--- config.mk ---
export PLATFORM = sky130hd
export DESIGN_NAME = alu_operand_stage
export DESIGN_NICKNAME = d
export VERILOG_FILES = /design/src/rtl/alu_operand_stage.sv
export SDC_FILE = /design/constraint.sdc
export NUM_CORES = 1
export LEC_CHECK = 0
export BUFFER_PORTS_ARGS = -buffer_cell sky130_fd_sc_hd__buf_2
export CAP_MARGIN = 20
export CORE_MARGIN = 2
export CORE_UTILIZATION = 40
export DETAILED_ROUTE_END_ITERATION = 10
export PLACE_DENSITY = 0.6
export SYNTH_ARGS = -nofsm -noshare
export SYNTH_HDL_FRONTEND = slang
export SYNTH_SLANG_ARGS = --single-unit
--- constraint.sdc ---
create_clock -name clk -period 3.95 [get_ports clk]
set_input_delay 0.1975 -clock clk [delete_from_list [all_inputs] [get_ports clk]]
set_output_delay 0.1975 -clock clk [all_outputs]
set_load 0.02 [all_outputs]
--- src/rtl/alu_operand_stage.sv ---
// ============================================================================
// alu_operand_stage : MIPS ALU operand decode/issue stage, valid/ready output
// Revision: 1.0
// ============================================================================
`default_nettype none

module alu_operand_stage #(
  parameter int SKID = 1
) (
  input  logic        clk,
  input  logic        rst,
  input  logic        flush,
  input  logic        in_valid,
  output logic        in_ready,
  input  logic [31:0] in_instr,
  input  logic [31:0] in_rs_val,
  input  logic [31:0] in_rt_val,
  output logic        out_valid,
  input  logic        out_ready,
  output logic [31:0] out_a,
  output logic [31:0] out_b,
  output logic [5:0]  out_aluc,
  output logic [4:0]  out_dest,
  output logic        out_wen,
  output logic        out_illegal
);

  typedef struct packed {
    logic [31:0] a;
    logic [31:0] b;
    logic [5:0]  aluc;
    logic [4:0]  dest;
    logic        wen;
    logic        illegal;
  } payload_t;

  localparam payload_t c_reset_pl = '{
    a: 32'd0, b: 32'd0, aluc: 6'b100001, dest: 5'd0, wen: 1'b0, illegal: 1'b0
  };

  logic [5:0]  w_opcode;
  logic [5:0]  w_funct;
  logic [4:0]  w_shamt;
  logic [4:0]  w_rt;
  logic [4:0]  w_rd;
  logic [31:0] w_imm_sx;
  logic [31:0] w_imm_zx;
  logic        w_unused_rs;
  payload_t    w_dec;
  logic        w_accept;

  payload_t    out_q;
  logic        out_valid_q;

  assign w_opcode    = in_instr[31:26];
  assign w_rt        = in_instr[20:16];
  assign w_rd        = in_instr[15:11];
  assign w_shamt     = in_instr[10:6];
  assign w_funct     = in_instr[5:0];
  assign w_imm_sx    = {{16{in_instr[15]}}, in_instr[15:0]};
  assign w_imm_zx    = {16'd0, in_instr[15:0]};
  // The rs index is resolved upstream; only its value arrives here.
  assign w_unused_rs = ^in_instr[25:21];

  always_comb begin
    w_dec         = c_reset_pl;
    w_dec.illegal = 1'b1;
    case (w_opcode)
      6'h00: begin
        case (w_funct)
          6'h00, 6'h02, 6'h03: begin
            w_dec.a       = {27'd0, w_shamt};
            w_dec.b       = in_rt_val;
            w_dec.aluc    = w_funct;
            w_dec.dest    = w_rd;
            w_dec.illegal = 1'b0;
          end
          6'h04, 6'h06, 6'h07, 6'h20, 6'h21, 6'h22, 6'h23,
          6'h24, 6'h25, 6'h26, 6'h27, 6'h2A, 6'h2B: begin
            w_dec.a       = in_rs_val;
            w_dec.b       = in_rt_val;
            w_dec.aluc    = w_funct;
            w_dec.dest    = w_rd;
            w_dec.illegal = 1'b0;
          end
          default: ;
        endcase
      end
      6'h08, 6'h09, 6'h0A, 6'h0B, 6'h0C, 6'h0D, 6'h0E, 6'h0F: begin
        w_dec.a       = in_rs_val;
        w_dec.b       = w_imm_zx;
        w_dec.dest    = w_rt;
        w_dec.illegal = 1'b0;
        case (w_opcode)
          6'h08:   begin w_dec.aluc = 6'b100000; w_dec.b = w_imm_sx; end
          6'h09:   begin w_dec.aluc = 6'b100001; w_dec.b = w_imm_sx; end
          6'h0A:   begin w_dec.aluc = 6'b101010; w_dec.b = w_imm_sx; end
          6'h0B:   begin w_dec.aluc = 6'b101011; w_dec.b = w_imm_sx; end
          6'h0C:   w_dec.aluc = 6'b100100;
          6'h0D:   w_dec.aluc = 6'b100101;
          6'h0E:   w_dec.aluc = 6'b100110;
          default: begin w_dec.aluc = 6'b001111; w_dec.a = 32'd0; end
        endcase
      end
      default: ;
    endcase
    w_dec.wen = ~w_dec.illegal & (w_dec.dest != 5'd0);
  end

  // Flush discards whatever is offered in the same cycle.
  assign w_accept = in_valid & in_ready & ~flush;

  generate
    if (SKID != 0) begin : g_skid
      payload_t skid_q;
      logic     skid_valid_q;

      assign in_ready = ~skid_valid_q & ~rst;

      always_ff @(posedge clk) begin
        if (rst) begin
          out_valid_q  <= 1'b0;
          out_q        <= c_reset_pl;
          skid_valid_q <= 1'b0;
          skid_q       <= c_reset_pl;
        end else if (flush) begin
          out_valid_q  <= 1'b0;
          skid_valid_q <= 1'b0;
        end else if (~out_valid_q | out_ready) begin
          // in_ready is low whenever the skid entry is occupied, so the two
          // branches below never both want the output register.
          if (skid_valid_q) begin
            out_q        <= skid_q;
            out_valid_q  <= 1'b1;
            skid_valid_q <= 1'b0;
          end else begin
            out_valid_q <= w_accept;
            if (w_accept) begin
              out_q <= w_dec;
            end
          end
        end else if (w_accept) begin
          skid_q       <= w_dec;
          skid_valid_q <= 1'b1;
        end
      end
    end else begin : g_noskid
      assign in_ready = (~out_valid_q | out_ready) & ~rst;

      always_ff @(posedge clk) begin
        if (rst) begin
          out_valid_q <= 1'b0;
          out_q       <= c_reset_pl;
        end else if (flush) begin
          out_valid_q <= 1'b0;
        end else if (~out_valid_q | out_ready) begin
          out_valid_q <= w_accept;
          if (w_accept) begin
            out_q <= w_dec;
          end
        end
      end
    end
  endgenerate

  assign out_valid   = out_valid_q;
  assign out_a       = out_q.a;
  assign out_b       = out_q.b;
  assign out_aluc    = out_q.aluc;
  assign out_dest    = out_q.dest;
  assign out_wen     = out_q.wen;
  assign out_illegal = out_q.illegal;

endmodule

`default_nettype wire

==> flow_summary.yaml <==
status:
  outcome: "completed"
floorplanning:
  core_sq_um: 16640
  ioPinCount: 180
  die_h_microns: 134.6
  die_area_sq_um: 18110
  rows: 47
  start_util: 0.4098
  die_w_microns: 134.6
sta:
  period_minus_slack_ns: 2.490
  setup_viol: 0
  relSlewSlack: 0.2909
  worst_pin_slew_ns: 1.064
  tns_ns: 0
  finalHoldViolations: 0
  fin_skew_ns: 0.006521
  slew_viol_final: 0
  timing.fmax_mhz: 401.7
  rsz0062_at_grt: "false"
  fin_crit_sh: 0.6303
  whs_ns: 0.03767
clocking:
  cts.clk_slew.worst_paths_ns: 0.06
  cts_buffers: 17
  ctsHoldBuffers: 1
  cts_setup_buffers: 0
  cts.sinks: 156
  cts_root_buf: "clkbuf_16"
  cts_htree_levels: 4
  worstSkewPairLatency_ns: 0.42
  cts_resized: 0
  cts_buffer_depth: 2
  tritoncts: "built"
power:
  leakagePower_nw: 3.216
  clockPowerShare: 0.469
  combPwrFrac: 0.084
  p_sw_w: 0.0008425
  swShare: 0.2321
  seqPwrFrac: 0.446
  cellPowerDensity_nw_per_um2: 433.0
  p_int_w: 0.002786
  vdd_drop_max_mv: 0.3012
  fin_total_pwr_w: 0.003629
layout:
  final_nets: 1067
  drive_above_1_share: 0.2346
  fin_util: 0.5036
  area_growth_syn_to_layout_pct: 22.89
route:
  drc_errors: 0
  wirelength_microns: 19610
  dr_total_vias: 6662
  drt_iter0_drc: 506
  ant_nets: 0
  via_per_inst: 5.566
  wl_per_cell_microns: 16.38
  first_pass_iters: 7
global_routing:
  grt_max_degree: 109
  track_usage: 0.2179
  antenna_found_initial: 1
  grt_pass1_vias: 6140
  grt_pass1_wl_microns: 31880
  grt.overflow.total: 0
critical_path:
  crit_arrival_ns: 2.81
  cp.required_ns: 4.27
  timing.rr.start: "g_skid.skid_valid_q"
  cp_max_fo: 52
  start_kind: "register"
  worst_setup_path_end_kind: "register"
  crit_type: "register to register"
  crit_path_start: "g_skid.skid_valid_q"
synthesis:
  synth_area_leaders: "dfxtp_1 (46%), a221oi_1 (7.4%), nand2_1 (7.0%)"
  yosysSeqAreaShare: 0.4579
  synth_common_cells: "dfxtp_1 (156), nand2_1 (127), nor2_1 (108)"
  syn_avg_cell_area_sq_um: 8.062
  synth_flop_cell: "dfxtp_1"
  synth-async-reset-ratio: 0
  synth_most_common_cell: "dfxtp_1"
  synthCells: 846
  synth_cell_types: 40
  synth_top_cell_by_area: "dfxtp_1"
  synth_top_area_share: 0.4579
  synth_edf_count: 0
  ys_warn_count: 0
  synth_area_sq_um: 6820
  synth_fp_nets: 947
  ys_ff_latch: 156
min_path:
  min-delay-start: "in_rs_val[20]"
  hold_class: "input pin to register"
placed_design:
  portBuffers: 174
  gp_congestion: 0.8081
  dp_hpwl_microns: 12200
job:
  maxCapViolCount: 0
-- stage by stage --
stage / area, sq um / std cells / setup slack, ns
after floorplan: 6820 / 846 / 2.077
after global placement: 7754 / 1165 / 1.353
final: 8382 / 1197 / 1.460
after CTS: 8366 / 1195 / 1.366
after global routing: 8382 / 1197 / 1.216
after detailed placement: 7754 / 1165 / 1.325
-- final timing paths --
| check | slack [ns] | cells past startpoint | endpoint |
|---|---|---|---|
| setup / recovery | 1.46 | 6 | g_skid.skid_q[45] |
| hold / removal | 0.04 | 3 | g_skid.skid_q[65] |
| setup reg to reg | 1.46 | 6 | g_skid.skid_q[45] |
| hold reg to reg | 0.45 | 2 | g_skid.skid_q[60] |
-- metal layers --
metal  part of all wire  vias to the layer above  global-route usage
li1                   -                     3321                   -
met1               0.47                     3127              0.2965
met2               0.46                      198              0.3450
met3              0.059                       16             0.04767
met4              0.011                        0             0.07135
met5                  0                        -                   0
-- final cells by class --
class / count / area (sq um)
Clock inverter: 9 / 145.1
Tap cell: 220 / 275.3
Multi-Input combinational cell: 595 / 3333
Timing Repair Buffer: 192 / 1030
Antenna cell: 1 / 2.502
Inverter: 4 / 15.01
Sequential cell: 156 / 3124
Fill cell: 1670 / 8260
Clock buffer: 20 / 456.7
-- cells in the final DEF, fill, tap and decap left out, types with 21 or more instances in the layout --
cell type	synthesis	layout
buf_2	12	173
dfxtp_1	156	155
nand2_1	127	127
nor2_1	108	108
a221oi_1	58	58
nor3_1	53	53
a21oi_1	42	42
nand3_1	32	31
a211oi_1	29	29
a31oi_1	27	27
nand3b_1	23	23
o41ai_1	21	21
o21ai_0	21	21
-- power groups by stage --
| stage | logic, W | registers, W | clock network (W) |
|---|---|---|---|
| global route | 0.000337 | 0.00162 | 0.00180 |
| global placement | 0.000303 | 0.00165 | 0 |
| floorplan | 0.000144 | 0.00169 | 0 |
| CTS | 0.000305 | 0.00162 | 0.00173 |
| detailed placement | 0.000303 | 0.00165 | 0 |
| finish | 0.000305 | 0.00162 | 0.00170 |
-- worst max-delay path: stages (launching register included) --
cell	delay (ns)
dfxtp_2	0.47
inv_2	0.39
buf_4	0.35
and3_4	0.53
buf_12	0.30
nor2_1	0.07
a211oi_1	0.24
-- sequential cells by signal, indices dropped and copies added (netlist names) --
register             cells
out_dest                 5
out_aluc                 6
out_a                   32
out_b                   32
g_skid.skid_q           77
out_valid                1
out_wen                  1
g_skid.skid_valid_q      1
out_illegal              1
-- logic make-up (layout without fill, tap and decap cells) --
| kind of cell | after synthesis | in the layout | synth area share |
|---|---|---|---|
| simple gates | 369 | 369 | 0.2456 |
| compound gates | 223 | 223 | 0.2354 |
| flops | 156 | 156 | 0.4579 |
| other cells | 0 | 1 | 0 |
| mux | 2 | 2 | 0.002935 |
| fa+ha+maj | 1 | 1 | 0.001468 |
| buf+inv | 95 | 225 | 0.05669 |
Power figures use the tool's default switching activity.
